## src/rtl/bpu_pkg.sv

```systemverilog
// Shared types and default sizing for the branch-predictor update controller.
package bpu_pkg;

  localparam int NUM_TABLES = 4;
  localparam int ENTRY_NUM  = 64;

  typedef struct packed {
    logic [31:0] pc;
    logic        taken;
    logic [31:0] target;
    logic        correct;
  } bpu_upd_t;

  typedef enum logic {
    ST_CLEAR = 1'b0,
    ST_RUN   = 1'b1
  } bpu_state_t;

endpackage

```

## src/rtl/bpu_upd_fifo.sv

```systemverilog
// Small power-of-two FIFO buffering resolved-branch updates; flush drops all entries.
module bpu_upd_fifo
  import bpu_pkg::*;
#(
  parameter int DEPTH = 4
) (
  input  logic     clk,
  input  logic     reset,
  input  logic     push,
  input  logic     pop,
  input  logic     flush,
  input  bpu_upd_t din,
  output bpu_upd_t dout,
  output logic     full,
  output logic     empty
);

  localparam int AW = $clog2(DEPTH);
  localparam int CW = AW + 1;

  bpu_upd_t        mem [DEPTH];
  logic [AW-1:0]   wr_ptr;
  logic [AW-1:0]   rd_ptr;
  logic [CW-1:0]   count;
  logic            do_push;
  logic            do_pop;

  assign full    = (count == CW'(DEPTH));
  assign empty   = (count == '0);
  assign do_push = push && !full && !flush;
  assign do_pop  = pop && !empty && !flush;
  assign dout    = mem[rd_ptr];

  // Storage array; not reset, validity is tracked by count.
  always_ff @(posedge clk) begin
    if (do_push) mem[wr_ptr] <= din;
  end

  // Pointers wrap naturally because DEPTH is a power of two.
  always_ff @(posedge clk) begin
    if (reset || flush) begin
      wr_ptr <= '0;
      rd_ptr <= '0;
      count  <= '0;
    end else begin
      if (do_push) wr_ptr <= wr_ptr + AW'(1);
      if (do_pop)  rd_ptr <= rd_ptr + AW'(1);
      if (do_push && !do_pop)      count <= count + CW'(1);
      else if (!do_push && do_pop) count <= count - CW'(1);
    end
  end

endmodule

```

## src/rtl/bpu_update_ctrl.sv

```systemverilog
// Serializes resolved-branch updates into the predictor and walks an invalidate
// sweep over every table entry after reset or flush.
//
//   state    | meaning
//   ---------+------------------------------------------------------------
//   ST_CLEAR | issuing one invalidate per cycle, (table,idx) stepping up
//   ST_RUN   | forwarding buffered updates to the predictor
module bpu_update_ctrl #(
  parameter int NUM_TABLES = bpu_pkg::NUM_TABLES,
  parameter int ENTRY_NUM  = bpu_pkg::ENTRY_NUM,
  parameter int DEPTH      = 4
) (
  input  logic                          clk,
  input  logic                          reset,
  input  logic                          ex_valid,
  output logic                          ex_ready,
  input  logic [31:0]                   ex_pc,
  input  logic                          ex_taken,
  input  logic [31:0]                   ex_target,
  input  logic                          ex_correct,
  input  logic                          flush_req,
  output logic                          upd_valid,
  input  logic                          upd_ready,
  output logic [31:0]                   upd_pc,
  output logic                          upd_taken,
  output logic [31:0]                   upd_target,
  output logic                          clr_valid,
  output logic [$clog2(NUM_TABLES)-1:0] clr_table,
  output logic [$clog2(ENTRY_NUM)-1:0]  clr_idx,
  output logic                          busy,
  output logic [31:0]                   total_cnt,
  output logic [31:0]                   correct_cnt
);

  import bpu_pkg::*;

  localparam int TW = $clog2(NUM_TABLES);
  localparam int IW = $clog2(ENTRY_NUM);
  localparam logic [TW-1:0] TBL_LAST = TW'(NUM_TABLES - 1);
  localparam logic [IW-1:0] IDX_LAST = IW'(ENTRY_NUM - 1);

  bpu_state_t    state_q, state_d;
  logic [TW-1:0] tbl_q, tbl_d;
  logic [IW-1:0] idx_q, idx_d;
  logic [31:0]   total_q, correct_q;

  bpu_upd_t      fifo_din, fifo_head;
  logic          fifo_full, fifo_empty;
  logic          push, pop;

  assign fifo_din = '{pc: ex_pc, taken: ex_taken, target: ex_target, correct: ex_correct};

  // Acceptance never looks at upd_ready; a flush cycle refuses new work.
  assign ex_ready  = !reset && !fifo_full && !flush_req;
  assign push      = ex_valid && ex_ready;
  // Entries being dropped by a flush are never offered downstream.
  assign upd_valid = !reset && (state_q == ST_RUN) && !fifo_empty && !flush_req;
  assign pop       = upd_valid && upd_ready;

  assign upd_pc      = fifo_head.pc;
  assign upd_taken   = fifo_head.taken;
  assign upd_target  = fifo_head.target;
  assign clr_table   = tbl_q;
  assign clr_idx     = idx_q;
  assign total_cnt   = total_q;
  assign correct_cnt = correct_q;

  bpu_upd_fifo #(.DEPTH(DEPTH)) u_fifo (
    .clk   (clk),
    .reset (reset),
    .push  (push),
    .pop   (pop),
    .flush (flush_req),
    .din   (fifo_din),
    .dout  (fifo_head),
    .full  (fifo_full),
    .empty (fifo_empty)
  );

  // State and sweep position registers.
  always_ff @(posedge clk) begin
    if (reset) begin
      state_q <= ST_CLEAR;
      tbl_q   <= '0;
      idx_q   <= '0;
    end else begin
      state_q <= state_d;
      tbl_q   <= tbl_d;
      idx_q   <= idx_d;
    end
  end

  // Sweep sequencing: idx fastest, then table; flush restarts from (0,0).
  always_comb begin
    state_d   = state_q;
    tbl_d     = tbl_q;
    idx_d     = idx_q;
    clr_valid = 1'b0;
    busy      = 1'b0;
    case (state_q)
      ST_CLEAR: begin
        clr_valid = 1'b1;
        busy      = 1'b1;
        if (idx_q == IDX_LAST) begin
          idx_d = '0;
          if (tbl_q == TBL_LAST) begin
            tbl_d   = '0;
            state_d = ST_RUN;
          end else begin
            tbl_d = tbl_q + TW'(1);
          end
        end else begin
          idx_d = idx_q + IW'(1);
        end
      end
      default: ;
    endcase
    if (flush_req) begin
      state_d = ST_CLEAR;
      tbl_d   = '0;
      idx_d   = '0;
    end
  end

  // Retired-update statistics, counted only on real handshakes.
  always_ff @(posedge clk) begin
    if (reset) begin
      total_q   <= '0;
      correct_q <= '0;
    end else if (pop) begin
      total_q <= total_q + 32'd1;
      if (fifo_head.correct) correct_q <= correct_q + 32'd1;
    end
  end

endmodule

```

## config.mk

```make
export PLATFORM = sky130hd
export DESIGN_NAME = bpu_update_ctrl
export DESIGN_NICKNAME = d
export VERILOG_FILES = /design/src/rtl/bpu_pkg.sv /design/src/rtl/bpu_upd_fifo.sv /design/src/rtl/bpu_update_ctrl.sv
export SDC_FILE = /design/constraint.sdc
export NUM_CORES = 1
export LEC_CHECK = 0
export BUFFER_PORTS_ARGS = -buffer_cell sky130_fd_sc_hd__buf_2
export CORE_MARGIN = 2
export CORE_UTILIZATION = 32
export DETAILED_ROUTE_END_ITERATION = 10
export HOLD_SLACK_MARGIN = 0.12
export SETUP_SLACK_MARGIN = 0.15
export SKIP_LAST_GASP = 1
export SYNTH_ARGS = -nofsm -noshare
export SYNTH_HDL_FRONTEND = slang
export SYNTH_SLANG_ARGS = --single-unit
```

## constraint.sdc

```tcl
create_clock -name clk -period 4.1 [get_ports clk]
set_input_delay 0.615 -clock clk [delete_from_list [all_inputs] [get_ports clk]]
set_output_delay 0.615 -clock clk [all_outputs]
set_load 0.01 [all_outputs]
```

==> impl_metrics.env, run 1 <==
export IMPL_outcome="complete, no violations"
export IMPL_grt_setup_unrepaired="false"
export IMPL_drtPass1Iterations=6
export IMPL_cp_data_required_time_ns=3.48
export IMPL_peakVddDrop_v=0.000254
export IMPL_p_leak_nw=5.64
export IMPL_mostFrequentLayoutCells="edfxtp_1 (264), buf_2 (211), dfxtp_1 (80)"
export IMPL_synth_cells=814
export IMPL_grt_overflow=0
export IMPL_final_antenna_net_count=0
export IMPL_layout_nets=1115
export IMPL_synth_area_um2=13600
export IMPL_worstMarginPinSlew_ns=0.943
export IMPL_maxSlewViolCount=0
export IMPL_hp_class="in2reg"
export IMPL_avgSynthCellArea_um2=16.7
export IMPL_grt_pass1_wl_mm=45.1
export IMPL_antenna_found_initial=4
export IMPL_wirelength_mm=29.5
export IMPL_ys_ff_latch=346
export IMPL_clkLatencyLatePin_ns=0.54
export IMPL_hpwl_mm=18.7
export IMPL_ctsResizeCount=0
export IMPL_arrival_ns=2.44
export IMPL_cts_buffers=38
export IMPL_fmax_mhz=327
export IMPL_crit_fanout=45
export IMPL_yosysSeqAreaShare_pct=70.6
export IMPL_cp_cell_sequence="buf_12, mux4_2, buf_2"
export IMPL_synth_edff_count=264
export IMPL_place_ws_ns=0.921
export IMPL_grt_pass1_vias=7805
export IMPL_cp_slowest_cell="dfxtp_4"
export IMPL_die_x_um=210
export IMPL_syn_nets=895
export IMPL_grt_max_degree=69
export IMPL_htree_levels=2
export IMPL_die_y_um=210
export IMPL_synth_distinct_cells=50
export IMPL_num_io_pins=212
export IMPL_cap_violations=0
export IMPL_maxSlewHeadroom_pct=37.1
export IMPL_setup_slack_ns=1.05
export IMPL_placedCellCount=1533
export IMPL_wl_per_cell_um=18.4
export IMPL_area_growth_synth_to_final_pct=21.3
export IMPL_grt_use_total_pct=13.3
export IMPL_power_mw=7.27
export IMPL_drtIter0Drc=482
export IMPL_fin_skew_ns=0.0231
export IMPL_r2r_start="u_fifo.count[0]"
export IMPL_path_class="reg2out"
export IMPL_cts_tree="done"
export IMPL_slowest_delay_ns=0.67
export IMPL_postCtsSetupBuffers=0
export IMPL_min_period_ns=3.05
export IMPL_num_rows=75
export IMPL_gp_congestion=0.762
export IMPL_worstHoldStart="ex_pc[18]"
export IMPL_dieArea_um2=44000
export IMPL_vias=7727
export IMPL_synth_ff_type="edfxtp_1"
export IMPL_final_common_cell="edfxtp_1"
export IMPL_finalSetupViolations=0
export IMPL_hold_viol_final=0
export IMPL_async_flop_share_pct=0
export IMPL_drc_errors=0
export IMPL_fin_crit_sh_pct=74.5
export IMPL_cts_sinks=346
export IMPL_ys_warnings_count=0
export IMPL_start_kind="flip-flop"
export IMPL_cts_max_path_buffers=3
export IMPL_cts_root_buf="clkbuf_16"
export IMPL_layoutNonFillerInstCount=1599
export IMPL_drive_gt1_share_pct=34.5
export IMPL_endpoint_kind="output pin"
export IMPL_cts_clk_slew_worst_paths_ns=0.06
export IMPL_p_per_area_nw_per_um2=442
export IMPL_fin_setup_tns_ns=0
export IMPL_holdBufCountCts=0
export IMPL_start_util_pct=32.4
export IMPL_coreArea_um2=41900
export IMPL_viasPerCell=4.83
export IMPL_port_buffer_count=211
## stage by stage
step	hold WS (ns)	util [%]	instance area (µm²)
CTS	0.247	39.3	16400
global route	0.257	39.3	16400
finish	0.299	39.3	16400
global placement	0.470	36.4	15200
detailed placement	0.485	36.4	15200
floorplan	0.467	-	13600
## where the power goes
| group | switching [mW] | internal (mW) | total (mW) |
|---|---|---|---|
| combinational | 0.0964 | 0.0640 | 0.160 |
| sequential | 0.00668 | 3.79 | 3.80 |
| clock | 1.34 | 1.98 | 3.31 |
| total | 1.44 | 5.83 | 7.27 |
## cells in the mapped netlist (all sizes together), types with 2 or more instances
cell      n  area (µm²)
edfxtp  264        7930
dfxtp    82        1640
nor2     75         282
mux4     66        1490
xnor2    44         385
nand2    29         109
buf      25         144
nand3    23         115
nor4     22         235
nand4    21         138
nor3     17        85.1
a21oi    16        80.1
and3     15        95.1
clkbuf   15        56.3
xor2     15         131
inv      13        51.3
or3      13        82.6
o21ai    12        60.1
ha        9         113
and4      5        43.8
mux2i     5        50.1
and2      4        27.5
nand2b    4        25.0
or4       4        37.5
and2b     2        15.0
nor3b     2        15.0
nor4b     2        32.5
## worst paths after layout
check,endpoint,slack (ns),depth (start not counted)
worst max-delay path,upd_target[4],1.05,3
worst min-delay path,u_fifo.mem[2][52],0.30,1
worst max register to register,u_fifo.count[2],1.36,9
worst min register to register,clr_table[0],0.48,2
## per-layer routing
layer	global-route usage [%]	vias up	part of all wire, %
met2	21.1	250	46
met4	3.40	4	1.5
met3	4.62	40	8.0
li1	-	3598	-
met1	17.5	3835	44
met5	0	-	0.092
## worst max-delay path: cells and delay by family (launching register included)
family	cells	cell delay [ns]
flip-flops	1	0.67
buffers and inverters	2	0.55
multiplexers	1	0.58
## kinds of logic after synthesis
family,Yosys count,share of synthesized area [%]
muxes,71,11.3
xor gates and xnor gates,59,3.81
adders and majority gates,10,0.978
buffers and inverters,53,1.85
and+or+nand+nor,243,10.2
AOI/OAI and AO/OA,32,1.26
DFF,346,70.6
## state kept, by name, summed over array words and instances, names as in the netlist, named ones only
name           flops
u_fifo.mem       264
total_cnt         32
u_fifo.wr_ptr      2
u_fifo.count       3
state_q            1
clr_table          2
u_fifo.rd_ptr      2
correct_cnt       32
clr_idx            6
## cell type report
cell class	count	area, µm²
clock inverters	18	169
multi-input cells	415	3760
flip-flops and latches	346	9580
diodes	2	5.00
clock buffers	46	1030
inverters	13	51.3
repair buffers	220	1170
fillers	3896	25400
well taps	539	674
(Power assumes the default switching activity.)
==> run 2: changes to the inputs <==
==> constraint.sdc (replaced) <==
create_clock -name clk -period 2.65 [get_ports clk]
set_input_delay 0.3975 -clock clk [delete_from_list [all_inputs] [get_ports clk]]
set_output_delay 0.3975 -clock clk [all_outputs]
set_load 0.01 [all_outputs]
==> impl_metrics.env, run 2 (synthesized netlist as in run 1, its figures left out) <==
export IMPL_outcome="complete, no violations"
export IMPL_largest_register="u_fifo.mem"
export IMPL_fmax_mhz=413
export IMPL_antenna_found_initial=2
export IMPL_cap_violations=0
export IMPL_p_per_area_nw_per_um2=658
export IMPL_cts_clk_slew_worst_paths_ns=0.06
export IMPL_peakVddDrop_v=0.000346
export IMPL_wirelength_mm=29.1
export IMPL_cts_tree="done"
export IMPL_num_rows=75
export IMPL_cp_cell_sequence="bufbuf_16, mux4_2, buf_2"
export IMPL_slowest_delay_ns=0.52
export IMPL_port_buffer_count=211
export IMPL_cts_sinks=346
export IMPL_grt_max_degree=69
export IMPL_mostFrequentLayoutCells="edfxtp_1 (264), buf_2 (211), dfxtp_1 (80)"
export IMPL_fin_crit_sh_pct=91.5
export IMPL_die_x_um=210
export IMPL_grt_use_total_pct=13.3
export IMPL_cts_max_path_buffers=3
export IMPL_finalSetupViolations=0
export IMPL_layout_nets=1201
export IMPL_cp_data_required_time_ns=2.25
export IMPL_dieArea_um2=44000
export IMPL_power_mw=11.5
export IMPL_crit_fanout=15
export IMPL_cp_slowest_cell="mux4_2"
export IMPL_min_period_ns=2.42
export IMPL_path_class="reg2out"
export IMPL_fillers=3837
export IMPL_htree_levels=2
export IMPL_cts_root_buf="clkbuf_16"
export IMPL_cts_buffers=40
export IMPL_coreArea_um2=41900
export IMPL_hpwl_mm=17.9
export IMPL_worstMarginPinSlew_ns=0.759
export IMPL_drc_errors=0
export IMPL_arrival_ns=2.03
export IMPL_p_leak_nw=6.05
export IMPL_endpoint_kind="output pin"
export IMPL_grt_pass1_wl_mm=46.0
export IMPL_largest_register_ffs=264
export IMPL_area_growth_synth_to_final_pct=28.3
export IMPL_maxSlewViolCount=0
export IMPL_grt_setup_unrepaired="true"
export IMPL_fin_setup_tns_ns=0
export IMPL_hold_viol_final=0
export IMPL_start_util_pct=32.4
export IMPL_drive_gt1_share_pct=33.8
export IMPL_viasPerCell=4.71
export IMPL_grt_pass1_vias=8271
export IMPL_grt_overflow=0
export IMPL_gp_congestion=0.738
export IMPL_clkLatencyLatePin_ns=0.53
export IMPL_final_common_cell="edfxtp_1"
export IMPL_hp_class="in2reg"
export IMPL_final_antenna_net_count=0
export IMPL_drtIter0Drc=464
export IMPL_start_kind="flip-flop"
export IMPL_fin_skew_ns=0.0142
export IMPL_vias=7975
export IMPL_maxSlewHeadroom_pct=49.4
export IMPL_num_io_pins=212
export IMPL_wl_per_cell_um=17.2
export IMPL_die_y_um=210
export IMPL_drtPass1Iterations=4
## run 2: cell types whose count changed in the layout (fill, tap and decap cells not counted), sizes merged
cell | previous run | this run
inv | 16 | 17
bufinv | 3 | 2
buf | 220 | 237
clkinv | 11 | 15
dlygate4sd3 | 0 | 66
bufbuf | 0 | 1
clkinvlp | 1 | 2
clkbuf | 46 | 51
## run 2: worst max-delay path, delay by kind of cell, from the launching register on
family / cells / cell delay [ns]
multiplexers: 1 / 0.52
flip-flops: 1 / 0.46
buffers and inverters: 2 / 0.51
## run 2: worst paths after layout
kind	from	endpoint	slack, ns	cells after the start
setup / recovery	flip-flop	upd_target[13]	0.23	3
hold / removal	flush_req	clr_idx[3]	0.20	4
setup reg to reg	u_fifo.count[0]	u_fifo.count[2]	0.50	9
hold reg to reg	clr_table[0]	clr_table[0]	0.49	2
## run 2: repair_timing
| item | CTS | global route |
|---|---|---|
| cloned | 1 | 0 |
| resized for setup | 2 | 0 |
| setup endpoints to repair | 60 | 27 |
| hold buffers | 66 | 0 |
| hold endpoints to repair | 264 | 0 |
| buffers inserted | 1 | 0 |
## run 2: per-stage QoR
step	util [%]	setup WS (ns)	instance area, µm²	std cells	hold slack (ns)
2_1_floorplan	-	0.196	13600	814	0.485
3_3_place_gp	36.8	0.184	15400	1549	0.473
3_5_place_dp	36.8	0.169	15400	1549	0.481
4_1_cts	41.6	0.133	17400	1691	0.166
5_1_grt	41.6	0.115	17400	1693	0.192
6_report	41.6	0.226	17400	1693	0.203
## run 2: power by group
part / total (mW) / internal, mW / switching (mW)
clock: 5.24 / 3.11 / 2.13
sequential: 5.88 / 5.87 / 0.0109
combinational: 0.333 / 0.168 / 0.165
total: 11.5 / 9.15 / 2.30
## run 2: layer usage
| metal | global-route usage (%) | part of all wire, % | vias up |
|---|---|---|---|
| met4 | 3.60 | 1.6 | 0 |
| met5 | 0 | 0 | - |
| li1 | - | - | 3767 |
| met2 | 21.5 | 47 | 202 |
| met3 | 4.01 | 6.3 | 36 |
| met1 | 17.6 | 45 | 3970 |
## run 2: layout make-up
type	count	area, µm²	share of cell area (%)
flip-flops and latches	346	9580	55.0
well taps	539	674	3.88
inverters	13	51.3	0.295
repair buffers	304	2040	11.7
multi-input cells	415	3790	21.8
clock buffers	51	1080	6.23
clock inverters	23	180	1.04
diodes	2	5.00	0.0288
